`config.mk`:
```
export PLATFORM = sky130hd
export DESIGN_NAME = chirp_frame_gen_flat
export DESIGN_NICKNAME = d
export VERILOG_FILES = /design/src/rtl/chirp_frame_gen_if.sv /design/src/rtl/chirp_frame_gen.sv /design/src/flat_wrapper.sv
export SDC_FILE = /design/constraint.sdc
export NUM_CORES = 1
export LEC_CHECK = 0
export ABC_AREA = 1
export BUFFER_PORTS_ARGS = -buffer_cell sky130_fd_sc_hd__clkbuf_2
export CAP_MARGIN = 20
export CORE_ASPECT_RATIO = 1.75
export CORE_UTILIZATION = 55
export DETAILED_ROUTE_END_ITERATION = 8
export HOLD_SLACK_MARGIN = 0.03
export PLACE_DENSITY = 0.8
export SETUP_SLACK_MARGIN = 0.3
export SYNTH_ARGS = -nofsm -noshare
export SYNTH_HDL_FRONTEND = slang
export SYNTH_SLANG_ARGS = --single-unit
```
`constraint.sdc`:
```
create_clock -name clk -period 2.45 [get_ports clk]
set_clock_uncertainty 0.05 [all_clocks]
set_input_delay 0.1225 -clock clk [delete_from_list [all_inputs] [get_ports clk]]
set_output_delay 0.1225 -clock clk [all_outputs]
set_load 0.02 [all_outputs]
```
`src/rtl/chirp_frame_gen_if.sv`:
```
// Control and sample-stream signals of the chirp/frame timing generator.
// master: the controlling side that drives enable and ADC samples.
// slave: the generator itself.
interface chirp_frame_gen_if;
    logic        i_enable;
    logic        i_adc_tvalid;
    logic [15:0] i_adc_tdata;
    logic        o_cpib;
    logic        o_cpie;
    logic        o_pri;
    logic        o_smp_gate;
    logic        o_tvalid;
    logic [15:0] o_tdata;
    logic        o_busy;
    logic [15:0] o_frame_cnt;
    logic        o_smp_miss;

    modport master (
        output i_enable, i_adc_tvalid, i_adc_tdata,
        input  o_cpib, o_cpie, o_pri, o_smp_gate, o_tvalid, o_tdata,
        input  o_busy, o_frame_cnt, o_smp_miss
    );

    modport slave (
        input  i_enable, i_adc_tvalid, i_adc_tdata,
        output o_cpib, o_cpie, o_pri, o_smp_gate, o_tvalid, o_tdata,
        output o_busy, o_frame_cnt, o_smp_miss
    );
endinterface

```
`src/rtl/chirp_frame_gen.sv`:
```
// Chirp/frame timing generator: produces CPI begin/end strobes, PRI pulses and a
// per-PRI sampling window, and gates the ADC stream through that window.
// Every output is a flop; the output flops are loaded from the *next* counter
// values so that the outputs of a cycle always describe that cycle's position.
module chirp_frame_gen #(
    parameter int unsigned CHIRP_NUM = 32,
    parameter int unsigned PRI_LEN   = 1000,
    parameter int unsigned PULSE_W   = 4,
    parameter int unsigned SMP_START = 100,
    parameter int unsigned SMP_NUM   = 512
) (
    input logic              clk,
    input logic              rst,
    chirp_frame_gen_if.slave bus
);
    localparam int unsigned POS_W   = $clog2(PRI_LEN);
    localparam int unsigned CHIRP_W = (CHIRP_NUM > 1) ? $clog2(CHIRP_NUM) : 1;
    localparam int unsigned SMP_END = SMP_START + SMP_NUM;

    localparam logic [POS_W-1:0]   POS_LAST   = POS_W'(PRI_LEN - 1);
    localparam logic [CHIRP_W-1:0] CHIRP_LAST = CHIRP_W'(CHIRP_NUM - 1);

    typedef enum logic {StIdle, StRun} state_t;

    state_t             state_q, state_d;
    logic [POS_W-1:0]   pos_q, pos_d;
    logic [CHIRP_W-1:0] chirp_q, chirp_d;
    logic [31:0]        pos_ext;
    logic               frame_last;
    logic               run_d;

    logic cpib_d, cpie_d, pri_d, gate_d, take_d, miss_set, miss_d;

    logic        cpib_q, cpie_q, pri_q, gate_q, tvalid_q, busy_q, miss_q;
    logic [15:0] tdata_q;
    logic [15:0] frame_cnt_q;

    // Next-state and counter advance; a frame only ends at its last cycle.
    always_comb begin
        state_d    = state_q;
        pos_d      = pos_q;
        chirp_d    = chirp_q;
        frame_last = (pos_q == POS_LAST) && (chirp_q == CHIRP_LAST);
        case (state_q)
            StIdle: begin
                pos_d   = '0;
                chirp_d = '0;
                if (bus.i_enable) begin
                    state_d = StRun;
                end
            end
            StRun: begin
                if (frame_last) begin
                    pos_d   = '0;
                    chirp_d = '0;
                    state_d = bus.i_enable ? StRun : StIdle;
                end else if (pos_q == POS_LAST) begin
                    pos_d   = '0;
                    chirp_d = chirp_q + CHIRP_W'(1);
                end else begin
                    pos_d = pos_q + POS_W'(1);
                end
            end
            default: begin
                state_d = StIdle;
                pos_d   = '0;
                chirp_d = '0;
            end
        endcase
    end

    // Output decode for the upcoming cycle, including the sample-gate path.
    always_comb begin
        run_d    = (state_d == StRun);
        pos_ext  = 32'(pos_d);
        cpib_d   = run_d && (pos_d == '0) && (chirp_d == '0);
        cpie_d   = run_d && (pos_d == POS_LAST) && (chirp_d == CHIRP_LAST);
        pri_d    = run_d && (pos_ext < PULSE_W);
        gate_d   = run_d && (pos_ext >= SMP_START) && (pos_ext < SMP_END);
        take_d   = gate_d && bus.i_adc_tvalid;
        miss_set = gate_d && !bus.i_adc_tvalid;
        // A miss in the very first gated cycle of a frame must survive the clear.
        miss_d   = cpib_d ? miss_set : (miss_q || miss_set);
    end

    // State, counters and registered outputs.
    always_ff @(posedge clk or posedge rst) begin
        if (rst) begin
            state_q     <= StIdle;
            pos_q       <= '0;
            chirp_q     <= '0;
            cpib_q      <= 1'b0;
            cpie_q      <= 1'b0;
            pri_q       <= 1'b0;
            gate_q      <= 1'b0;
            tvalid_q    <= 1'b0;
            busy_q      <= 1'b0;
            miss_q      <= 1'b0;
            tdata_q     <= '0;
            frame_cnt_q <= '0;
        end else begin
            state_q  <= state_d;
            pos_q    <= pos_d;
            chirp_q  <= chirp_d;
            cpib_q   <= cpib_d;
            cpie_q   <= cpie_d;
            pri_q    <= pri_d;
            gate_q   <= gate_d;
            tvalid_q <= take_d;
            busy_q   <= run_d;
            miss_q   <= miss_d;
            if (take_d) begin
                tdata_q <= bus.i_adc_tdata;
            end
            // Count moves together with the end-of-frame strobe.
            if (cpie_d) begin
                frame_cnt_q <= frame_cnt_q + 16'd1;
            end
        end
    end

    assign bus.o_cpib      = cpib_q;
    assign bus.o_cpie      = cpie_q;
    assign bus.o_pri       = pri_q;
    assign bus.o_smp_gate  = gate_q;
    assign bus.o_tvalid    = tvalid_q;
    assign bus.o_tdata     = tdata_q;
    assign bus.o_busy      = busy_q;
    assign bus.o_frame_cnt = frame_cnt_q;
    assign bus.o_smp_miss  = miss_q;
endmodule

```
`src/flat_wrapper.sv`:
```
// flat-port wrapper written by rule: the top's interface ports become plain ports
module chirp_frame_gen_flat 
#(
    parameter int unsigned CHIRP_NUM = 32,
    parameter int unsigned PRI_LEN   = 1000,
    parameter int unsigned PULSE_W   = 4,
    parameter int unsigned SMP_START = 100,
    parameter int unsigned SMP_NUM   = 512
)
  (clk, rst, bus_i_enable, bus_i_adc_tvalid, bus_i_adc_tdata, bus_o_cpib, bus_o_cpie, bus_o_pri, bus_o_smp_gate, bus_o_tvalid, bus_o_tdata, bus_o_busy, bus_o_frame_cnt, bus_o_smp_miss);
  chirp_frame_gen_if bus_i ();
  input logic clk;
  input logic rst;
  input wire logic [$bits(bus_i.i_enable)-1:0] bus_i_enable;
  input wire logic [$bits(bus_i.i_adc_tvalid)-1:0] bus_i_adc_tvalid;
  input wire logic [$bits(bus_i.i_adc_tdata)-1:0] bus_i_adc_tdata;
  output wire logic [$bits(bus_i.o_cpib)-1:0] bus_o_cpib;
  output wire logic [$bits(bus_i.o_cpie)-1:0] bus_o_cpie;
  output wire logic [$bits(bus_i.o_pri)-1:0] bus_o_pri;
  output wire logic [$bits(bus_i.o_smp_gate)-1:0] bus_o_smp_gate;
  output wire logic [$bits(bus_i.o_tvalid)-1:0] bus_o_tvalid;
  output wire logic [$bits(bus_i.o_tdata)-1:0] bus_o_tdata;
  output wire logic [$bits(bus_i.o_busy)-1:0] bus_o_busy;
  output wire logic [$bits(bus_i.o_frame_cnt)-1:0] bus_o_frame_cnt;
  output wire logic [$bits(bus_i.o_smp_miss)-1:0] bus_o_smp_miss;
  assign bus_i.i_enable = bus_i_enable;
  assign bus_i.i_adc_tvalid = bus_i_adc_tvalid;
  assign bus_i.i_adc_tdata = bus_i_adc_tdata;
  assign bus_o_cpib = bus_i.o_cpib;
  assign bus_o_cpie = bus_i.o_cpie;
  assign bus_o_pri = bus_i.o_pri;
  assign bus_o_smp_gate = bus_i.o_smp_gate;
  assign bus_o_tvalid = bus_i.o_tvalid;
  assign bus_o_tdata = bus_i.o_tdata;
  assign bus_o_busy = bus_i.o_busy;
  assign bus_o_frame_cnt = bus_i.o_frame_cnt;
  assign bus_o_smp_miss = bus_i.o_smp_miss;
  chirp_frame_gen #(.CHIRP_NUM(CHIRP_NUM), .PRI_LEN(PRI_LEN), .PULSE_W(PULSE_W), .SMP_START(SMP_START), .SMP_NUM(SMP_NUM)) u_core (.clk(clk), .rst(rst), .bus(bus_i));
endmodule
```
After elaboration in Yosys (flattened, before gate mapping)

Index checks and enable logic that the tools add are counted.

Bits in read-only memories: 0
Register bits: 54
RAM bits: 0
Input bits: 20
Word-level logic and storage cells: 46
Memories kept: 0
Latch bits: 0

Multiply operators: 0
Bitwise operators: 1
Divide/modulo/power cells: 0
Shift-type cells: 0
Magnitude comparators: 3
Reduce and logical (&&, ||, !) cells: 14
Add/subtract/negate cells: 3
Eq/ne operators: 4
Mux-type cells: 10

Operator list:

| operator                                                    | number |
|---|---|
| == test 10 bit, second input constant                       | 2 |
| two-way mux 10 bit                                          | 2 |
| case mux 10 bit (2 select lines)                            | 1 |
| adder 16 x 1 -> 16 bit, second input constant               | 1 |
| adder 10 x 1 -> 10 bit, second input constant               | 1 |
| == test 5 bit, second input constant                        | 2 |
| >= comparator 10 x 7 -> 1 bit, second input constant        | 1 |
| logical AND 1 bit                                           | 10 |
| logical NOT 10 bit                                          | 1 |
| less-than comparator 10 bit, second input constant          | 1 |
| less-than comparator 10 x 3 -> 1 bit, second input constant | 1 |
| two-way mux 5 bit                                           | 2 |
| case mux 5 bit (2 select lines)                             | 1 |
| adder 5 x 1 -> 5 bit, second input constant                 | 1 |
| logical NOT 5 bit                                           | 1 |
| two-way mux 1 bit                                           | 3 |
| case mux 1 bit (2 select lines)                             | 1 |
| logical NOT 1 bit                                           | 1 |
| logical OR 1 bit                                            | 1 |
| inverter 1 bit                                              | 1 |

Logic depth before layout (Yosys ltp)

Depth in word-level cells: 10
Gate-level depth with buffers: 15
Gate-level depth less buffers: 15

Least setup slack after synthesis

OpenSTA, ideal clock, no wires.

Path type: register to register
Start point: reg u_core.pos_q[1]
End point: reg u_core.frame_cnt_q[11] (netlist: u_core.bus.o_frame_cnt[11])
Path slack: 428 ps
Data arrival time: 1854 ps
Cell stages (with the launch flop): 15
Setup time: 118 ps
Path through: dfrtp_1 > ha_1 > nand2_2 > nor2_2 > nand3_4 > nand3_1 > nor2_4 > inv_2 > nor2_1 > nand3_1 > nor2_4 > nand2_4 > buf_6 > nand2_1 > nand2_1

Word-level cells in the longest chain between the ends: 7

RTL lines:

| what                                                            | RTL line                                                            | source |
|---|---|---|
| start: declaration                                              | chirp_frame_gen.sv:26                                               | `logic [POS_W-1:0] pos_q, pos_d;` |
| start signal: assignment                                        | chirp_frame_gen.sv:103                                              | `pos_q <= pos_d;` |
| adder 10 x 1 -> 10 bit / == test 10 bit (equally long branches) | chirp_frame_gen.sv:61, chirp_frame_gen.sv:43, chirp_frame_gen.sv:57 |  |
| two-way mux 10 bit / logical AND 1 bit (equally long branches)  | chirp_frame_gen.sv:57, chirp_frame_gen.sv:43                        |  |
| two-way mux 10 bit (*)                                          | chirp_frame_gen.sv:53                                               | `if (frame_last) begin` |
| case mux 10 bit (2 select lines) (*)                            | chirp_frame_gen.sv:44                                               | `case (state_q)` |
| via u_core.pos_d[6]                                             | chirp_frame_gen.sv:26                                               |  |
| == test 10 bit (*)                                              | chirp_frame_gen.sv:77                                               | `cpie_d = run_d && (pos_d == POS_LAST) && (chirp_d == CHIRP_LAST);` |
| logical AND 1 bit (*) (2 in a row)                              | chirp_frame_gen.sv:77                                               |  |
| end signal: assignment                                          | chirp_frame_gen.sv:117                                              | `frame_cnt_q <= frame_cnt_q + 16'd1;` |
| end: declaration                                                | chirp_frame_gen.sv:36                                               | `logic [15:0] frame_cnt_q;` |

The timed path passes the listed nets; every way through them passes the cells marked *.
A chain may end at the register's enable or synchronous reset.

Worst setup path in the final report

Start point: reg u_core.pos_q[1]
End point: reg u_core.frame_cnt_q[6] (netlist: u_core.bus.o_frame_cnt[6])

The elaborated chain is that of the path after synthesis.

==> run metrics <==
Initial Util=0.575; P per Cell Area=854 mW/mm^2; Final Hold Viols=0; setup TNS=0 ns; CTS buffer count=5; worst skew pair latency=between 0.3 and 0.4 ns; CTS Root Cell=clkbuf_8; Crit Path Max Fanout=8; DR vias=2854; die width=a little under 60 um; RSZ-0062 raised after global routing=yes; clock sinks=54; FF+latch count, synth=54; clock slew at reported path FFs=0.10 ns; mapped cell area=0.00302 sq mm; Seq/Total Area, Yosys=0.447; peak supply drop=0.000730 V; commonest non-fill, non-tap cell in the layout=nand2_1; Post-synth EDFFs=0; achievable frequency=0.454 GHz; crit path time final=2.20 ns; CTS HTree Levels=2; Clock Tree Buf Depth=2; crit path DAT=2.35 ns; I/O Buffers=just under 60; RD Place Congestion=0.914; Synth-to-Final Area Change=30.2%; Setup Viol. Count Final=0; DIE HEIGHT=100 um; row cnt=35; routed vias/inst=5.50; LEAKAGE=2.11 nW; synthesized instance count=between 300 and 400; Routed Antenna Nets=0; core area=0.00526 sq mm; status=complete, but fails checks; Syn Area/Cell=8.26 sq um; critical path type=reg -> reg; fin util=0.749; Final Max Tran Viols=0; drt total wl=8170 um; first-pass GRT wire length=12300 um; most frequent cells in the layout=97 x nand2_1, 58 x clkbuf_2, 51 x dfrtp_1; total of max-cap violations=0; violated checks=design-rule violations; ANT cells=0; DRT iter0 DRCs=96; TritonCTS clock tree=yes; warnings from Yosys=0; required time worst endpoint=2.60 ns; Mapped Nets=390; die area=0.00581 sq mm; Final Cycle Share=0.899; Boundary Pins=between 50 and 60; GRT Overall Usage=0.278; worst min path class=in -> async; Post-route DRC=1; Worst-Margin Slew=between 0.5 and 0.6 ns; Netlist cell types=34; ys flop type=dfrtp_1; CP Launch Type=flip-flop; layout cells sized above 1=0.336; number of global-route vias before repair=2787; routed length per placed instance=15.7 um; pin count of the biggest net entering global routing=25; initial antenna violation count=0; total iterations of the first detailed-routing run=8; aggregate global routing overflow=0; hpwl dp=5420 um; Max-slew headroom=0.629; share of flip-flops with an asynchronous set or reset=1.00; crit end category=flip-flop; Nets=488
-- repair_timing --
item	CTS	global route
endpoints found under the hold margin	30	0
hold buffers	18	0
gates resized for setup	3	35
pin swaps	1	22
cloned	1	2
buffers inserted	1	13
setup endpoints to repair	32	37
-- logic make-up (layout without fill, tap and decap cells) --
group                    after synthesis  in the layout  share of synthesized area
XOR/XNOR                              16             16                     0.0464
AND/OR/NAND/NOR                      234            236                      0.393
flip-flops                            54             54                      0.447
adder cells (fa/ha/maj)                4              4                     0.0166
AO/OA/AOI/OAI                         11             11                     0.0257
buffers and inverters                 47            143                     0.0716
-- final cells by class --
cell class                 count  area, sq um
clock buffer                   6         72.6
clock inverter                 1         7.51
fill                         389         1320
inverter                      37          140
multi-input combinational    267         1600
sequential                    54         1360
tap                           55         68.8
timing repair buffer          99          692
-- through the flow --
step / hold WS [ns] / power (mW) / instance area, sq um / std cells / worst slack, ns
after floorplan: 0.198 / 2.31 / 3020 / 366 / 0.428
after global placement: 0.0188 / 2.66 / 3360 / 477 / 0.263
after detailed placement: 0.0213 / 2.69 / 3360 / 477 / 0.189
after CTS: 0.231 / 3.23 / 3660 / 504 / 0.301
after global routing: 0.287 / 3.54 / 3940 / 519 / 0.142
final: 0.253 / 3.36 / 3940 / 519 / 0.247
-- synth_stat cells (4+ instances only) --
library cell / n / area share
nand2_1: 102 / 0.13
dfrtp_1: 54 / 0.45
nand3_1: 33 / 0.055
inv_1: 29 / 0.036
nor2_1: 29 / 0.036
nand4_1: 21 / 0.043
nand2_2: 15 / 0.031
xor2_1: 10 / 0.029
inv_2: 7 / 0.0087
xnor2_1: 6 / 0.017
nor2_4: 5 / 0.019
nor3_1: 5 / 0.0083
buf_2: 4 / 0.0066
ha_1: 4 / 0.017
nand3_2: 4 / 0.013
nand3b_1: 4 / 0.0099
o21ai_0: 4 / 0.0066
-- worst max-delay path: stages (launching register included) --
cell and delay (ns):
dfrtp_2 0.45, ha_4 0.19, nand2_4 0.10, nor2_2 0.05, nand3_4 0.13, nand3_4 0.10, nor2_4 0.18, inv_2 0.06
nor2_1 0.10, nand3_1 0.13, nor2_4 0.18, buf_6 0.14, nand2_8 0.07, nand2_1 0.08, nand2_1 0.07
-- path summary, 6_finish.rpt --
kind / startpoint / endpoint / slack, ns / cells after the start
max in group asynchronous: rst / u_core.pos_q[2] / 1.46 / 4
min in group clk: bus_i_adc_tvalid / u_core.bus.o_tdata[7] / 0.32 / 3
worst min register to register: u_core.bus.o_tdata[5] / u_core.bus.o_tdata[5] / 0.44 / 2
worst min-delay path: rst / u_core.bus.o_pri / 0.25 / 3
worst max-delay path: u_core.pos_q[1] / u_core.bus.o_frame_cnt[6] / 0.25 / 14
worst max register to register: u_core.pos_q[1] / u_core.bus.o_frame_cnt[6] / 0.25 / 14
-- flip-flops by register name, summed over array words and instances, names as in the netlist --
register                flops
u_core.bus.o_cpib           1
u_core.bus.o_pri            1
u_core.bus.o_cpie           1
u_core.chirp_q              5
u_core.bus.o_smp_miss       1
u_core.bus.o_smp_gate       1
u_core.bus.o_tvalid         1
u_core.state_q              1
u_core.pos_q               10
u_core.bus.o_tdata         16
u_core.bus.o_frame_cnt     16
-- metal layers --
layer	routed length (um)	vias to the layer above	GRT usage
met5	0	-	0
met4	366	0	0.170
met3	203	32	0.0348
met2	4560	69	0.491
met1	3040	1371	0.311
li1	-	1382	-
-- power by group --
| group | internal [mW] | switching (mW) | leakage (nW) | total (mW) |
|---|---|---|---|---|
| Combinational | 0.561 | 1.01 | 1.38 | 1.57 |
| Sequential | 1.11 | 0.193 | 0.695 | 1.31 |
| Clock | 0.197 | 0.286 | 0.0373 | 0.482 |
Note: power is estimated with default switching activity, not from simulation.
